<file path="src/rtl/tx_seq_pkg.sv">
// Shared types and default widths for the transmit frame sequencer.
package tx_seq_pkg;

  localparam int unsigned DEF_DATA_W = 8;
  localparam int unsigned DEF_CODE_W = 12;

  typedef enum logic [2:0] {
    IDLE = 3'd0,
    LOAD = 3'd1,
    ENC  = 3'd2,
    SEND = 3'd3,
    GAP  = 3'd4
  } state_e;

endpackage

</file>
<file path="src/rtl/tx_frame_sequencer_if.sv">
// Byte stream from the UART receiver into the frame sequencer buffer.
interface tx_frame_sequencer_if #(
  parameter int unsigned DATA_W = tx_seq_pkg::DEF_DATA_W
);
  logic [DATA_W-1:0] in_data;
  logic              in_valid;
  logic              in_ready;
  logic              overflow;

  modport master (output in_data, in_valid, input in_ready, overflow);
  modport slave  (input in_data, in_valid, output in_ready, overflow);
endinterface

</file>
<file path="src/rtl/tx_byte_fifo.sv">
// Small synchronous byte FIFO; pointers carry an extra wrap bit for full/empty.
module tx_byte_fifo #(
  parameter int unsigned DATA_W = 8,
  parameter int unsigned DEPTH  = 4
) (
  input  logic              clk,
  input  logic              rst_n,
  input  logic              wr_en_i,
  input  logic [DATA_W-1:0] wr_data_i,
  input  logic              rd_en_i,
  output logic [DATA_W-1:0] rd_data_o,
  output logic              full_o,
  output logic              empty_o,
  output logic              ready_o
);
  localparam int unsigned AW = $clog2(DEPTH);

  logic [DATA_W-1:0] mem_q [DEPTH];
  logic [AW:0]       wr_ptr_q, wr_ptr_d, rd_ptr_q, rd_ptr_d;
  logic              push, pop, full_d, ready_q;

  assign full_o  = (wr_ptr_q[AW] != rd_ptr_q[AW]) && (wr_ptr_q[AW-1:0] == rd_ptr_q[AW-1:0]);
  assign empty_o = (wr_ptr_q == rd_ptr_q);
  assign push    = wr_en_i && !full_o;
  assign pop     = rd_en_i && !empty_o;
  assign rd_data_o = mem_q[rd_ptr_q[AW-1:0]];

  always_comb begin
    wr_ptr_d = wr_ptr_q;
    rd_ptr_d = rd_ptr_q;
    if (push) wr_ptr_d = wr_ptr_q + 1'b1;
    if (pop)  rd_ptr_d = rd_ptr_q + 1'b1;
    full_d = (wr_ptr_d[AW] != rd_ptr_d[AW]) && (wr_ptr_d[AW-1:0] == rd_ptr_d[AW-1:0]);
  end

  // ready is registered from next-state fullness so it always mirrors !full
  always_ff @(posedge clk or negedge rst_n) begin
    if (!rst_n) begin
      wr_ptr_q <= '0;
      rd_ptr_q <= '0;
      ready_q  <= 1'b0;
    end else begin
      wr_ptr_q <= wr_ptr_d;
      rd_ptr_q <= rd_ptr_d;
      ready_q  <= !full_d;
    end
  end

  always_ff @(posedge clk) begin
    if (push) mem_q[wr_ptr_q[AW-1:0]] <= wr_data_i;
  end

  assign ready_o = ready_q;
endmodule

</file>
<file path="src/rtl/tx_frame_sequencer.sv">
// Buffers UART bytes, fetches each codeword from the encoder and serialises it
// MSB-first, one bit per SAMPLES_PER_BIT carrier samples, with an idle gap.
module tx_frame_sequencer
  import tx_seq_pkg::*;
#(
  parameter int unsigned DATA_W          = DEF_DATA_W,
  parameter int unsigned CODE_W          = DEF_CODE_W,
  parameter int unsigned FIFO_DEPTH      = 4,
  parameter int unsigned SAMPLES_PER_BIT = 256,
  parameter int unsigned PH_W            = $clog2(SAMPLES_PER_BIT),
  parameter int unsigned ENC_LAT         = 1,
  parameter int unsigned GAP_CYCLES      = 16
) (
  input  logic                  clk,
  input  logic                  rst_n,
  input  logic                  en_i,
  tx_frame_sequencer_if.slave   in_if,
  output logic [DATA_W-1:0]     enc_data_o,
  input  logic [CODE_W-1:0]     enc_code_i,
  output logic                  bit_out_o,
  output logic [PH_W-1:0]       phase_cnt_o,
  output logic                  sym_start_o,
  output logic                  active_o,
  output logic                  done_o
);
  localparam int unsigned CNT_MAX  = (ENC_LAT > GAP_CYCLES) ? ENC_LAT : GAP_CYCLES;
  localparam int unsigned CNT_W    = (CNT_MAX < 2) ? 1 : $clog2(CNT_MAX);
  localparam int unsigned BW       = $clog2(CODE_W);
  localparam int unsigned GAP_LAST = (GAP_CYCLES == 0) ? 0 : GAP_CYCLES - 1;

  state_e            state_q, state_d;
  logic [CNT_W-1:0]  cnt_q, cnt_d;
  logic [PH_W-1:0]   phase_q, phase_d;
  logic [BW-1:0]     bidx_q, bidx_d;
  logic [CODE_W-1:0] shreg_q, shreg_d;
  logic [DATA_W-1:0] enc_data_q, enc_data_d, fifo_head;
  logic              pop, fifo_full, fifo_empty;
  logic              bit_q, sym_q, active_q, done_q, done_d, ovf_q;

  tx_byte_fifo #(.DATA_W(DATA_W), .DEPTH(FIFO_DEPTH)) u_fifo (
    .clk       (clk),
    .rst_n     (rst_n),
    .wr_en_i   (in_if.in_valid),
    .wr_data_i (in_if.in_data),
    .rd_en_i   (pop),
    .rd_data_o (fifo_head),
    .full_o    (fifo_full),
    .empty_o   (fifo_empty),
    .ready_o   (in_if.in_ready)
  );

  always_comb begin
    state_d    = state_q;
    cnt_d      = cnt_q;
    phase_d    = phase_q;
    bidx_d     = bidx_q;
    shreg_d    = shreg_q;
    enc_data_d = enc_data_q;
    pop        = 1'b0;
    done_d     = 1'b0;
    unique case (state_q)
      IDLE: begin
        phase_d = '0;
        if (en_i && !fifo_empty) begin
          pop        = 1'b1;
          enc_data_d = fifo_head;
          state_d    = LOAD;
        end
      end
      LOAD: begin
        cnt_d   = '0;
        state_d = ENC;
      end
      ENC: begin
        if (cnt_q == CNT_W'(ENC_LAT - 1)) begin
          shreg_d = enc_code_i;
          phase_d = '0;
          bidx_d  = '0;
          state_d = SEND;
        end else begin
          cnt_d = cnt_q + 1'b1;
        end
      end
      SEND: begin
        phase_d = phase_q + 1'b1;
        if (phase_q == PH_W'(SAMPLES_PER_BIT - 1)) begin
          shreg_d = {shreg_q[CODE_W-2:0], 1'b0};
          bidx_d  = bidx_q + 1'b1;
          if (bidx_q == BW'(CODE_W - 1)) begin
            done_d  = 1'b1;
            cnt_d   = '0;
            state_d = (GAP_CYCLES == 0) ? IDLE : GAP;
          end
        end
      end
      GAP: begin
        phase_d = '0;
        if (cnt_q == CNT_W'(GAP_LAST)) state_d = IDLE;
        else                           cnt_d = cnt_q + 1'b1;
      end
      default: state_d = IDLE;
    endcase
  end

  always_ff @(posedge clk or negedge rst_n) begin
    if (!rst_n) begin
      state_q    <= IDLE;
      cnt_q      <= '0;
      phase_q    <= '0;
      bidx_q     <= '0;
      shreg_q    <= '0;
      enc_data_q <= '0;
      bit_q      <= 1'b0;
      sym_q      <= 1'b0;
      active_q   <= 1'b0;
      done_q     <= 1'b0;
      ovf_q      <= 1'b0;
    end else begin
      state_q    <= state_d;
      cnt_q      <= cnt_d;
      phase_q    <= phase_d;
      bidx_q     <= bidx_d;
      shreg_q    <= shreg_d;
      enc_data_q <= enc_data_d;
      bit_q      <= (state_d == SEND) && shreg_d[CODE_W-1];
      sym_q      <= (state_d == SEND) && (phase_d == '0);
      active_q   <= (state_d != IDLE);
      done_q     <= done_d;
      ovf_q      <= in_if.in_valid && fifo_full;
    end
  end

  assign in_if.overflow = ovf_q;
  assign enc_data_o     = enc_data_q;
  assign bit_out_o      = bit_q;
  assign phase_cnt_o    = phase_q;
  assign sym_start_o    = sym_q;
  assign active_o       = active_q;
  assign done_o         = done_q;
endmodule

</file>
<file path="src/flat_wrapper.sv">
// flat-port wrapper written by rule: the top's interface ports become plain ports
module tx_frame_sequencer_flat import tx_seq_pkg::*;
#(
  parameter int unsigned DATA_W          = DEF_DATA_W,
  parameter int unsigned CODE_W          = DEF_CODE_W,
  parameter int unsigned FIFO_DEPTH      = 4,
  parameter int unsigned SAMPLES_PER_BIT = 256,
  parameter int unsigned PH_W            = $clog2(SAMPLES_PER_BIT),
  parameter int unsigned ENC_LAT         = 1,
  parameter int unsigned GAP_CYCLES      = 16
)
  (clk, rst_n, en_i, enc_data_o, enc_code_i, bit_out_o, phase_cnt_o, sym_start_o, active_o, done_o, in_if_in_data, in_if_in_valid, in_if_in_ready, in_if_overflow);
  tx_frame_sequencer_if #(.DATA_W(DATA_W)) in_if_i ();
  input  logic clk;
  input  logic rst_n;
  input  logic en_i;
  output logic [DATA_W-1:0] enc_data_o;
  input  logic [CODE_W-1:0] enc_code_i;
  output logic bit_out_o;
  output logic [PH_W-1:0] phase_cnt_o;
  output logic sym_start_o;
  output logic active_o;
  output logic done_o;
  input wire logic [$bits(in_if_i.in_data)-1:0] in_if_in_data;
  input wire logic [$bits(in_if_i.in_valid)-1:0] in_if_in_valid;
  output wire logic [$bits(in_if_i.in_ready)-1:0] in_if_in_ready;
  output wire logic [$bits(in_if_i.overflow)-1:0] in_if_overflow;
  assign in_if_i.in_data = in_if_in_data;
  assign in_if_i.in_valid = in_if_in_valid;
  assign in_if_in_ready = in_if_i.in_ready;
  assign in_if_overflow = in_if_i.overflow;
  tx_frame_sequencer #(.DATA_W(DATA_W), .CODE_W(CODE_W), .FIFO_DEPTH(FIFO_DEPTH), .SAMPLES_PER_BIT(SAMPLES_PER_BIT), .PH_W(PH_W), .ENC_LAT(ENC_LAT), .GAP_CYCLES(GAP_CYCLES)) u_core (.clk(clk), .rst_n(rst_n), .en_i(en_i), .in_if(in_if_i), .enc_data_o(enc_data_o), .enc_code_i(enc_code_i), .bit_out_o(bit_out_o), .phase_cnt_o(phase_cnt_o), .sym_start_o(sym_start_o), .active_o(active_o), .done_o(done_o));
endmodule
</file>
<file path="config.mk">
export PLATFORM = sky130hd
export DESIGN_NAME = tx_frame_sequencer_flat
export DESIGN_NICKNAME = d
export VERILOG_FILES = /design/src/rtl/tx_seq_pkg.sv /design/src/rtl/tx_frame_sequencer_if.sv /design/src/rtl/tx_byte_fifo.sv /design/src/rtl/tx_frame_sequencer.sv /design/src/flat_wrapper.sv
export SDC_FILE = /design/constraint.sdc
export NUM_CORES = 1
export LEC_CHECK = 0
export BUFFER_PORTS_ARGS = -buffer_cell sky130_fd_sc_hd__buf_2
export CAP_MARGIN = 15
export CORE_MARGIN = 8
export CORE_UTILIZATION = 52
export DETAILED_ROUTE_END_ITERATION = 10
export HOLD_SLACK_MARGIN = 0.12
export PLACE_DENSITY = 0.86
export SLEW_MARGIN = 25
export SYNTH_ARGS = -nofsm -noshare
export SYNTH_HDL_FRONTEND = slang
export SYNTH_SLANG_ARGS = --single-unit
</file>
<file path="constraint.sdc">
create_clock -name clk -period 1.94 [get_ports clk]
set_input_delay 0.388 -clock clk [delete_from_list [all_inputs] [get_ports clk]]
set_output_delay 0.388 -clock clk [all_outputs]
set_load 0.05 [all_outputs]
</file>
After elaboration in Yosys (flattened, before gate mapping)
Memory sizes are Yosys's and may differ from the RTL's. A register that Yosys moved wholly into a read port is not among the register bits. Cells that the tools add are included.

Input port bits: 24. RAM bits: 32. Flip-flop bits (word level): 43. Logic and storage cells: 88. Memories kept: 1. Output and inout port bits: 22.

Add/subtract/negate cells: 5. Equal/unequal tests: 18. Reduce and logical (&&, ||, !) cells: 22. Multiplexer cells: 28.

Memory list: u_core.u_fifo.mem_q (depth 4, width 8, rd ports 1, clocked after Yosys merged registers in 1, wr ports 1, RTL line tx_byte_fifo.sv:18) `logic [DATA_W-1:0] mem_q [DEPTH];`.

Operators with widths (number): 2-to-1 mux 12 bit (2); 2-to-1 mux 4 bit (6); one-hot mux 12 bit (2 select lines) (1); one-hot mux 8 bit (3 select lines) (1); 2-to-1 mux 3 bit (7); one-hot mux 4 bit (4 select lines) (1); one-hot mux 3 bit (5 select lines) (1); equality test 3 x 2 -> 1 bit (second input constant) (3); adder 4 x 1 -> 4 bit (second input constant) (2); adder 8 x 1 -> 8 bit (second input constant) (1); equality test 4 bit (second input constant) (2); equality test 8 bit (second input constant) (1); logical AND 1 bit (8); logical NOT 8 bit (1); 2-to-1 mux 8 bit (1); one-hot mux 4 bit (2 select lines) (1); 2-to-1 mux 1 bit (7); adder 3 x 1 -> 3 bit (second input constant) (2); inequality test 2 x 1 -> 1 bit (second input constant) (3); AND reduction 5 bit (1); equality test 2 bit (2); logical NOT 1 bit (4); logical NOT 4 bit (1); inequality test 2 bit (second input constant) (2); 11 further kinds (12).

Longest topological paths before layout
Gate-level depths: netlist (run 1).

Word-level depth: 10. Gate-level depth with buffers: 9. Mapped depth without buffers: 7.

Cells and area by module
A second synthesis (run 1) with hierarchy kept.

Cell total of the unflattened synthesis: 304. Area total of the unflattened synthesis: 3905.0 sq um.

By module, submodules not included: tx_frame_sequencer (cells an instance 208, sequential area each 1101.1 sq um, instances 1, area each 2105.8 sq um); tx_byte_fifo (cells an instance 96, sequential area each 1136.1 sq um, instances 1, area each 1799.2 sq um).

Worst setup path after synthesis (run 1)
OpenSTA, ideal clock, no wires.

Path kind: flip-flop to flip-flop. From: reg u_core.phase_q[0], in the netlist u_core.phase_cnt_o[0]. To: reg u_core.cnt_q[3]. Period minus slack after synthesis: 2203 ps. Stages on the path, launching flop included: 7. Setup time: 121 ps. Path buffers: 0. Slack: -263 ps. Data required time: 1819 ps. Data arrival time: 2082 ps. Cell sequence: dfrtp_1 > ha_1 > nand3_2 > nor4_2 > o21ba_2 > nand2_2 > a22o_1.

Cells in the longest elaborated chain, start to end: 3.

Ends and longest elaborated chain: start, declared (RTL line tx_frame_sequencer.sv:33) `logic [PH_W-1:0] phase_q, phase_d;`; start signal, assigned (RTL line tx_frame_sequencer.sv:121) `phase_q <= phase_d;`; equality test 8 bit (RTL line tx_frame_sequencer.sv:86) `if (phase_q == PH_W'(SAMPLES_PER_BIT - 1)) begin`; inequality test 2 x 1 -> 1 bit (no source line); AND reduction 5 bit (no source line); end signal, assigned (RTL line tx_frame_sequencer.sv:120) `cnt_q <= cnt_d;`; end, declared (RTL line tx_frame_sequencer.sv:32) `logic [CNT_W-1:0] cnt_q, cnt_d;`.

Every way passes these cells. A chain may end at the register's enable or synchronous reset.

Worst setup path in the final report (run 1)
From: reg u_core.cnt_q[0]. To: reg u_core.bidx_q[1].

Cells in the longest elaborated chain, start to end: 3.

Ends and longest elaborated chain: logical NOT 4 bit (RTL line tx_frame_sequencer.sv:75) `if (cnt_q == CNT_W'(ENC_LAT - 1)) begin`; inequality test 2 x 1 -> 1 bit (no source line); AND reduction 3 bit (no source line); end signal, assigned (RTL line tx_frame_sequencer.sv:122) `bidx_q <= bidx_d;`; end, declared (RTL line tx_frame_sequencer.sv:34) `logic [BW-1:0] bidx_q, bidx_d;`.

Every way passes these cells.

==> results of run 1 <==
-- cell type report --
class                   instances  area share (%)
well taps                     102            2.72
clock buffers                   9            2.64
repair buffers                 65            9.12
clock inverters                 7            1.12
flip-flops and latches         83            47.8
inverters                      10           0.800
multi-input cells             202            35.8
-- critical path, stage by stage (launching register included) --
cell	delay (ns)
dfrtp_1	0.42
inv_1	0.09
ha_1	0.15
nor3b_4	0.27
nor3b_4	0.26
buf_4	0.18
buf_4	0.20
nand2b_1	0.12
o21ai_0	0.07
-- registers in the layout, indices dropped and copies added (netlist names) --
register and flops:
u_core.u_fifo.ready_o 1, u_core.shreg_q 12, u_core.u_fifo.rd_ptr_q 3, u_core.active_o 1
u_core.state_q 3, u_core.u_fifo.mem_q 32, u_core.in_if.overflow 1, u_core.cnt_q 4
u_core.phase_cnt_o 8, u_core.enc_data_o 8, u_core.u_fifo.wr_ptr_q 3, u_core.bit_out_o 1
u_core.bidx_q 4, u_core.sym_start_o 1, u_core.done_o 1
-- worst min-delay path by stage --
stage / from / endpoint
4_1_cts: enc_code_i[0] / u_core.shreg_q[0]
3_3_place_gp: rst_n / u_core.phase_cnt_o[2]
6_report: enc_code_i[0] / u_core.shreg_q[0]
2_1_floorplan: rst_n / u_core.active_o
3_5_place_dp: rst_n / u_core.phase_cnt_o[2]
5_1_grt: in_if_in_data[2] / u_core.u_fifo.mem_q[0][2]
-- power by group --
part / total (W) / leakage, nW / internal [W] / switching, W
clock: 0.00112 / 0.0916 / 0.000474 / 0.000645
sequential: 0.00208 / 0.924 / 0.00201 / 0.0000704
combinational: 0.000932 / 1.01 / 0.000406 / 0.000526
-- cell usage in the layout, fill, tap and decap left out, types with 9 or more instances in the layout --
cell	synthesis	routed
edfxtp_1	32	32
a22oi_1	10	10
nand2_1	34	34
buf_2	8	45
dfrtp_1	51	46
clkbuf_8	0	9
buf_4	2	15
o21ai_0	12	12
inv_1	10	10
-- through the flow --
stage               hold slack (ns)  instance area, µm²  setup slack [ns]
CTS                           0.230                4640           0.00624
floorplan                    0.0924                3990            0.0112
global route                  0.237                4690           -0.0208
global placement              0.369                4450             0.100
detailed placement            0.385                4450            0.0155
finish                        0.244                4690            0.0614
-- kinds of logic (layout without fill, tap and decap cells) --
logic type / count (synthesis) / in the layout / share of synthesized area, %
AO/OA/AOI/OAI: 60 / 60 / 11.3
XOR/XNOR: 16 / 16 / 4.30
adder cells (fa/ha/maj): 10 / 10 / 3.10
buffers and inverters: 23 / 91 / 2.81
flip-flops: 83 / 83 / 56.5
multiplexers: 22 / 22 / 8.73
AND/OR/NAND/NOR: 94 / 94 / 13.2
-- routing by layer --
layer	share of wire (%)	global-route usage (%)	vias to the layer above
met5	0	0	-
met2	53	28.0	41
li1	-	-	1261
met3	3.7	3.55	11
met1	42	18.2	1301
met4	1.5	6.45	0
-- what timing repair did --
item                                    4_1_cts  5_1_grt
gates resized for setup                       0        8
setup buffers                                 0        1
endpoints found under the setup margin        0       59
endpoints found under the hold margin        18        0
hold buffers                                  1        0
==> results.md, run 1 <==
- Required time worst endpoint: 2.17 ns
- Overflow after GRT: 0
- Worst hold path class: input pin to flop
- RD Place Congestion: 0.892
- Setup Viol. Count Final: 0
- Starting Density: 52.3%
- Syn Nets: 341
- DR WL/cell: 16.4 µm
- Antenna violations before repair: 0
- Worst flop-to-flop path endpoint: u_core.bidx_q[1]
- # diodes: 0
- Synth Instances: 308
- Worst skew pair latency: 0.35 ns
- IO Count: 46
- R2R Path Start: u_core.cnt_q[0]
- WS Path Type: flop to flop
- Count leader, synth: dfrtp_1
- Fmax: 532 MHz
- Multi-input gate area: 0.00168 mm²
- Nets: 404
- Post-layout min period: 1.88 ns
- Max-slew violation count: 0
- Finished Layout Cells: 478
- Max-Cap Viols: 0
- EDFF count, synth: 32
- Status: complete, no violations
- First-pass GRT wire length: 12,800 µm
- H-Tree Depth: 3
- CTS tree: built
- Routed Antenna Nets: 0
- WP data arrival: 2.11 ns
- Placed cell count: 460
- Post-DP HPWL: 5690 µm
- DR pass1 iterations: 4
- Overall Global Routing Usage: 15.9%
- Register area share after synthesis: 56.5%
- Die width: 103 µm
- Clock Skews: 0.00609 ns
- Synth warnings: 0
- Initial DRC Count: 87
- Library cells used by synthesis: 66
- Fin util: 62.0%
- P&R area growth vs syn: 18.6%
- Fillers: 569
- Vias per cell: 5.47
- Placeable Area: 0.00757 mm²
- Worst setup SP type: flop
- Synth cell count leaders: dfrtp_1 (51), nand2_1 (34), edfxtp_1 (32), o21ai_0 (12)
- Final Hold Vio Count: 0
- P per Cell Area: 880 mW/mm²
- Slew headroom: 67.6%
- Lkg Pwr: 2.03 nW
- Tot Pwr: 0.00413 W
- Mapped cell area: 0.00396 mm²
- Die H: 103 µm
- Clk buf depth: 2
- Tightest Pin Transition: 0.486 ns
- Largest net degree at the start of global routing: 34
- Worst-path fanout max: 15
- Row count: 32
- Clock-pin slew on the worst setup and hold paths: 0.09 ns
- Sequential cell area: 0.00224 mm²
- Top area cells in the synthesized netlist: dfrtp_1 (32%), edfxtp_1 (24%), mux4_2 (3.4%)
- Top_reg_cell synth: dfrtp_1
- Residual DRC: 0
- Worst reg2reg path depth: 8
- Via count: 2,614
- CP endpoint: u_core.bidx_q[1]
- Hold Path Stages: 3
- CTS root buf: clkbuf_8
- Fraction of registers with async set/reset: 61.4%
- Number of I/O port buffers: 45
- Share of post-route cells with drive strength above 1: 33.8%
- Worst Setup SP: u_core.cnt_q[0]
- Final period util: 96.8%
- Synth Register Bits: 83
- Maximum VDD drop: 0.686 mV
- Vias in the first global route: 2,742
- R2r setup slk: 0.06 ns
- Yosys top cell by area: dfrtp_1
- Setup_tns: 0 ns
- Share of the synthesized area in the top cell type: 32.2%
- TritonCTS Buffers: 9
- TritonCTS sink count: 83
- Worst setup EP type: flop
- Full die area: 0.0107 mm²
- Mapped Avg Cell Area: 12.8 µm²
- Post-Route WL: 7820 µm
(Power assumes the default switching activity.)
==> run 2: changes to the inputs <==
--- a/config.mk
+++ b/config.mk
@@ -5,6 +5,7 @@
 export SDC_FILE = /design/constraint.sdc
 export NUM_CORES = 1
 export LEC_CHECK = 0
+export ABC_AREA = 1
 export BUFFER_PORTS_ARGS = -buffer_cell sky130_fd_sc_hd__buf_2
 export CAP_MARGIN = 15
 export CORE_MARGIN = 8
==> run 2 against run 1 <==
Against the previous run:
- combinational power shrank 30%
- hold slack about the same
- clock-buffer cell count rose by 1
- total power decreased by 2.7%
- die area fell by 1.0%
- sequential cell count did not move
- wire length rose by 1.6%
- final cell count rose by 18%
- critical endpoint is now u_core.cnt_q[1]
- largest power group unchanged
- highest routed layer unchanged
==> results.md, run 2 <==
- Status: complete, no violations
- Setup Viol. Count Final: 0
- Commonest non-fill, non-tap cells in the layout: nand2_1 (86), dfrtp_1 (51), inv_1 (45), buf_2 (45), nor2_1 (41)
- Full die area: 0.0105 mm²
- Placeable Area: 0.00725 mm²
- Net Sw Frac: 29.0%
- WS Path Type: flop to flop
- TritonCTS sink count: 83
- Die H: 103 µm
- Mapped Avg Cell Area: 9.77 µm²
- Worst skew pair latency: 0.36 ns
- # diodes: 0
- Share of post-route cells with drive strength above 1: 20.2%
- First-pass GRT wire length: 13,000 µm
- Combinational share of power: 16.3%
- Synth Register Bits: 83
- Nets: 493
- Vias in the first global route: 2,876
- Worst Hold Launch: enc_code_i[7]
- Crit path buf inv count: 0
- Max-slew violation count: 0
- Share of the synthesized area in the top cell type: 32.7%
- CTS root buf: clkbuf_8
- Fmax: 583 MHz
- EDFF count, synth: 32
- Required time worst endpoint: 2.21 ns
- Setup_tns: 0 ns
- Worst setup SP type: flop
- CP peak stage delay: 0.44 ns
- Top area cells in the synthesized netlist: dfrtp_1 (33%), edfxtp_1 (25%), nand2_1 (8.3%)
- H-Tree Depth: 3
- Clk buf depth: 2
- Lkg Pwr: 2.23 nW
- R2R Path Start: u_core.phase_cnt_o[1]
- CP cell instances: ha_1 > nand3_2 > nor3_4 > nand2_1 > nand2_2 > nand2_4 > nor2_8 > nand3_1 > o21ai_1
- Fillers: 603
- Vias per cell: 5.20
- RD Place Congestion: 0.891
- Clock Skews: 0.00798 ns
- Post-layout min period: 1.72 ns
- Via count: 2,932
- Commonest non-fill, non-tap cell in the layout: nand2_1
- Net Sw Power: 0.00117 W
- Overflow after GRT: 0
- Synth cell count leaders: nand2_1 (86), dfrtp_1 (51), inv_1 (45), nor2_1 (41), nand3_1 (33)
- CTS tree: built
- Count leader, synth: nand2_1
- Largest register FFs: 32
- IO Count: 46
- Worst reg2reg path depth: 9
- CP top delay family: simple AND/OR/NAND/NOR gates
- Final Hold Vio Count: 0
- Maximum VDD drop: 0.888 mV
- Post-DP HPWL: 5620 µm
- TritonCTS Buffers: 9
- Largest net degree at the start of global routing: 52
- Initial DRC Count: 72
- Number of I/O port buffers: 45
- Clk network pwr share: 31.5%
- Worst-path fanout max: 8
- RSZ-0062 raised after global routing: false
- Overall Global Routing Usage: 15.9%
- Antenna violations before repair: 0
- Clock-pin slew on the worst setup and hold paths: 0.09 ns
- Worst setup EP type: flop
- Synth warnings: 0
- Residual DRC: 0
- Finished Layout Cells: 564
- P per Cell Area: 889 mW/mm²
- Routed Antenna Nets: 0
- Sequential Power Share: 52.2%
- Syn Nets: 433
- Library cells used by synthesis: 37
- Starting Density: 53.9%
- R2r setup slk: 0.22 ns
- Tightest Pin Transition: 0.480 ns
- DR pass1 iterations: 4
- P_int: 0.00285 W
- Synth Instances: 400
- Mapped cell area: 0.00391 mm²
- Worst flop-to-flop path endpoint: u_core.cnt_q[1]
- DR WL/cell: 14.1 µm
- WP data arrival: 1.98 ns
- Post-Route WL: 7950 µm
- Cell at the slowest stage of the critical path: dfrtp_1
- Fraction of registers with async set/reset: 61.4%
- Hold Path Stages: 3
- Max-Cap Viols: 0
- Final period util: 88.4%
- Slew headroom: 67.9%
- Min-Delay Endpoint: u_core.shreg_q[7]
- Row count: 31
- P&R area growth vs syn: 15.7%
- Top_reg_cell synth: dfrtp_1
- Yosys top cell by area: dfrtp_1
- Register area share after synthesis: 57.2%
- Worst hold path class: input pin to flop
- Placed cell count: 547
- Die width: 103 µm
[run 2: cell types whose count changed after synthesis, sizes merged, moves of 9 or more]
cell | previous run | this run
a22oi | 10 | 1
inv | 10 | 50
nand2 | 35 | 94
nand3 | 9 | 36
nor2 | 11 | 45
[run 2: layout make-up]
cell class                 count  area (µm²)  area share (%)
multi-input combinational    260        1450            32.1
clock buffer                  10         128            2.82
tap                           99         124            2.74
inverter                      50         188            4.15
timing repair buffer          56         323            7.14
clock inverter                 6        72.6            1.61
sequential                    83        2240            49.5
[run 2: metal layers]
layer	GRT usage [%]	share of wire (%)	vias up
met3	3.92	5.4	13
met1	19.0	42	1403
met4	5.53	1.2	0
met5	0	0	-
li1	-	-	1448
met2	27.4	51	68
[run 2: worst reg2reg max path: stages (launching register included)]
cell	delay [ns]
dfrtp_1	0.44
ha_1	0.22
nand3_2	0.15
nor3_4	0.21
nand2_1	0.15
nand2_2	0.10
nand2_4	0.07
nor2_8	0.12
nand3_1	0.08
o21ai_1	0.10
[run 2: kinds of logic (layout without fill, tap and decap cells)]
family                   Yosys count  in the layout  share of synthesized area [%]
AO/OA/AOI/OAI                     51             51                           8.00
XOR/XNOR                           5              5                           1.12
adder cells (fa/ha/maj)            9              9                           2.88
buffers and inverters             57            122                           5.99
flip-flops                        83             83                           57.2
multiplexers                       8              8                           2.30
AND/OR/NAND/NOR                  187            187                           22.5
[run 2: worst max path at each step]
stage	startpoint	endpoint	slack, ns	cells past startpoint
after floorplan	u_core.phase_cnt_o[1]	u_core.bidx_q[3]	0.07	7
after global placement	u_core.phase_cnt_o[1]	u_core.bidx_q[1]	0.25	7
after detailed placement	u_core.phase_cnt_o[1]	u_core.bidx_q[1]	0.20	7
after CTS	u_core.phase_cnt_o[1]	u_core.bit_out_o	0.18	7
after global routing	u_core.phase_cnt_o[0]	u_core.cnt_q[1]	0.03	9
final	u_core.phase_cnt_o[1]	u_core.cnt_q[1]	0.22	9
[run 2: per-stage QoR]
step | power [W] | setup WS [ns] | cell area (µm²) | hold WS (ns) | util (%)
after floorplan | 0.00255 | 0.0749 | 3910 | 0.0924 | -
after global placement | 0.00275 | 0.249 | 4300 | 0.399 | 59.3
after detailed placement | 0.00279 | 0.197 | 4300 | 0.400 | 59.3
after CTS | 0.00404 | 0.183 | 4510 | 0.237 | 62.2
after global routing | 0.00421 | 0.0286 | 4520 | 0.234 | 62.3
final | 0.00402 | 0.225 | 4520 | 0.243 | 62.3
[run 2: power by group through the flow]
stage | Clock (W) | Combinational (W) | Sequential, W
after floorplan | 0 | 0.000389 | 0.00216
after global placement | 0 | 0.000630 | 0.00212
after detailed placement | 0 | 0.000658 | 0.00214
after CTS | 0.00128 | 0.000664 | 0.00210
after global routing | 0.00136 | 0.000740 | 0.00211
final | 0.00127 | 0.000655 | 0.00210
[run 2: repair_timing]
item / CTS / global route
setup buffers: 0 / 0
resized for setup: 0 / 2
endpoints found under the hold margin: 51 / 0
hold buffers: 1 / 0
endpoints found under the setup margin: 0 / 2
==> run 3: changes to the inputs <==
--- a/config.mk
+++ b/config.mk
@@ -8,11 +8,13 @@
 export ABC_AREA = 1
 export BUFFER_PORTS_ARGS = -buffer_cell sky130_fd_sc_hd__buf_2
 export CAP_MARGIN = 15
+export CORE_ASPECT_RATIO = 1.4
 export CORE_MARGIN = 8
 export CORE_UTILIZATION = 52
 export DETAILED_ROUTE_END_ITERATION = 10
 export HOLD_SLACK_MARGIN = 0.12
 export PLACE_DENSITY = 0.86
+export SETUP_SLACK_MARGIN = 0.2
 export SLEW_MARGIN = 25
 export SYNTH_ARGS = -nofsm -noshare
 export SYNTH_HDL_FRONTEND = slang
==> run 3 against run 2 <==
Against the previous run:
- wire length increased by 3.4%
- global-route usage increased by 0.52 points
- sequential power about the same
- hold slack got worse by 0.0052 ns
- first-iteration DRC count increased by 65%
- clock power decreased by 3%
- combinational power decreased by 1%
- critical path depth decreased by 2
- clock skew increased by 0.0018 ns
- core utilization increased by 0.45 points
- critical path type unchanged
- critical endpoint is now u_core.bit_out_o
==> results.md, run 3 (synthesized netlist as in run 2, its figures left out) <==
- Status: complete, no violations
- TritonCTS sink count: 83
- Clk buf depth: 2
- Post-Route WL: 8230 µm
- Post-layout min period: 1.64 ns
- Commonest non-fill, non-tap cells in the layout: nand2_1 (84), dfrtp_1 (47), buf_2 (45), inv_1 (44), nor2_1 (40)
- Post-route cell area: 0.00459 mm²
- Crit path buf inv count: 2
- Vias per cell: 5.30
- Starting Density: 53.4%
- CP peak stage delay: 0.46 ns
- IO Count: 46
- DR pass1 iterations: 5
- Largest register FFs: 32
- Share of post-route cells with drive strength above 1: 23.2%
- CTS root buf: clkbuf_8
- Setup Viol. Count Final: 0
- Worst setup EP type: flop
- Cell at the slowest stage of the critical path: dfrtp_1
- Residual DRC: 0
- CP cell instances: inv_2 > nand2_1 > nor2_4 > nand4_4 > inv_2 > a22oi_1 > a21oi_1
- Worst hold path class: input pin to flop
- Required time worst endpoint: 2.23 ns
- DR WL/cell: 14.5 µm
- Setup_tns: 0 ns
- Post-DP HPWL: 5870 µm
- Routed Antenna Nets: 0
- Largest net degree at the start of global routing: 30
- CP top delay family: simple AND/OR/NAND/NOR gates
- Die width: 89.3 µm
- Final Hold Vio Count: 0
- Slew headroom: 63.9%
- Row count: 37
- WP data arrival: 1.93 ns
- First-pass GRT wire length: 13,600 µm
- # diodes: 0
- Worst-path fanout max: 14
- Vias in the first global route: 3,089
- RSZ-0062 raised after global routing: true
- Lkg Pwr: 2.26 nW
- P per Cell Area: 867 mW/mm²
- Overall Global Routing Usage: 16.5%
- Clock Skews: 0.00982 ns
- Worst setup SP type: flop
- CTS tree: built
- Cell area after placement: 0.00430 mm²
- P&R area growth vs syn: 17.5%
- Fmax: 610 MHz
- Antenna violations before repair: 0
- Number of I/O port buffers: 45
- Clock-pin slew on the worst setup and hold paths: 0.08 ns
- Max-slew violation count: 0
- Most Frequent Cell on Critical Path: inv_2
- Nets: 497
- Die H: 119 µm
- H-Tree Depth: 3
- Full die area: 0.0106 mm²
- Commonest non-fill, non-tap cell in the layout: nand2_1
- Final period util: 84.5%
- Overflow after GRT: 0
- WS Path Type: flop to flop
- RD Place Congestion: 0.838
- Initial DRC Count: 119
- TritonCTS Buffers: 9
- Max-Cap Viols: 0
- Tightest Pin Transition: 0.542 ns
- Via count: 2,997
- Placeable Area: 0.00731 mm²
- Maximum VDD drop: 0.692 mV
- Worst skew pair latency: 0.36 ns
[run 3: stage by stage]
stage	utilization, %	instances	worst slack [ns]	power, W	hold slack (ns)
floorplan	-	400	0.251	0.00255	0.0924
global placement	58.8	545	0.278	0.00275	0.393
detailed placement	58.8	545	0.224	0.00278	0.398
CTS	61.6	562	0.207	0.00401	0.222
global route	62.8	566	0.140	0.00420	0.218
finish	62.8	566	0.300	0.00398	0.238
[run 3: area by class of cell]
cell class | count | area, µm²
clock buffer | 9 | 124
tap | 97 | 121
clock inverter | 7 | 75.1
timing repair buffer | 60 | 353
multi-input combinational | 260 | 1490
fill | 603 | 2720
inverter | 50 | 188
sequential | 83 | 2240
[run 3: per-layer routing]
metal / global-route usage (%) / vias up / wire length (µm)
li1: - / 1468 / -
met1: 16.6 / 1438 / 3100
met2: 29.3 / 78 / 4480
met3: 5.27 / 13 / 485
met4: 7.42 / 0 / 157
met5: 0 / - / 0
[run 3: power breakdown]
part	leakage [nW]	switching, W	internal, W
Clock	0.0939	0.000634	0.000601
Sequential	0.919	0.0000788	0.00202
Combinational	1.24	0.000425	0.000222
Total	2.26	0.00114	0.00284
[run 3: repair_timing]
item	CTS	global route
resized for setup	0	14
endpoints found under the setup margin	0	38
endpoints found under the hold margin	22	0
setup buffers	0	4
hold buffers	1	0
[run 3: worst paths after layout]
| path | end | from | slack, ns | depth (start not counted) |
|---|---|---|---|---|
| worst max-delay path | u_core.bit_out_o | u_core.state_q[2] | 0.30 | 7 |
| worst min-delay path | u_core.u_fifo.mem_q[3][6] | in_if_in_data[6] | 0.24 | 1 |
| worst max register to register | u_core.bit_out_o | u_core.state_q[2] | 0.30 | 7 |
| worst min register to register | u_core.shreg_q[11] | u_core.shreg_q[11] | 0.50 | 2 |
| max in group asynchronous | u_core.u_fifo.wr_ptr_q[1] | rst_n | 0.84 | 3 |
| min in group asynchronous | u_core.phase_cnt_o[2] | rst_n | 0.55 | 2 |
[run 3: worst reg2reg max path: cells and delay by family (launching register included)]
family / cells / cell delay, ns
AO/OA/AOI/OAI: 2 / 0.28
AND/OR/NAND/NOR: 3 / 0.50
flip-flops: 1 / 0.46
buffers and inverters: 2 / 0.34
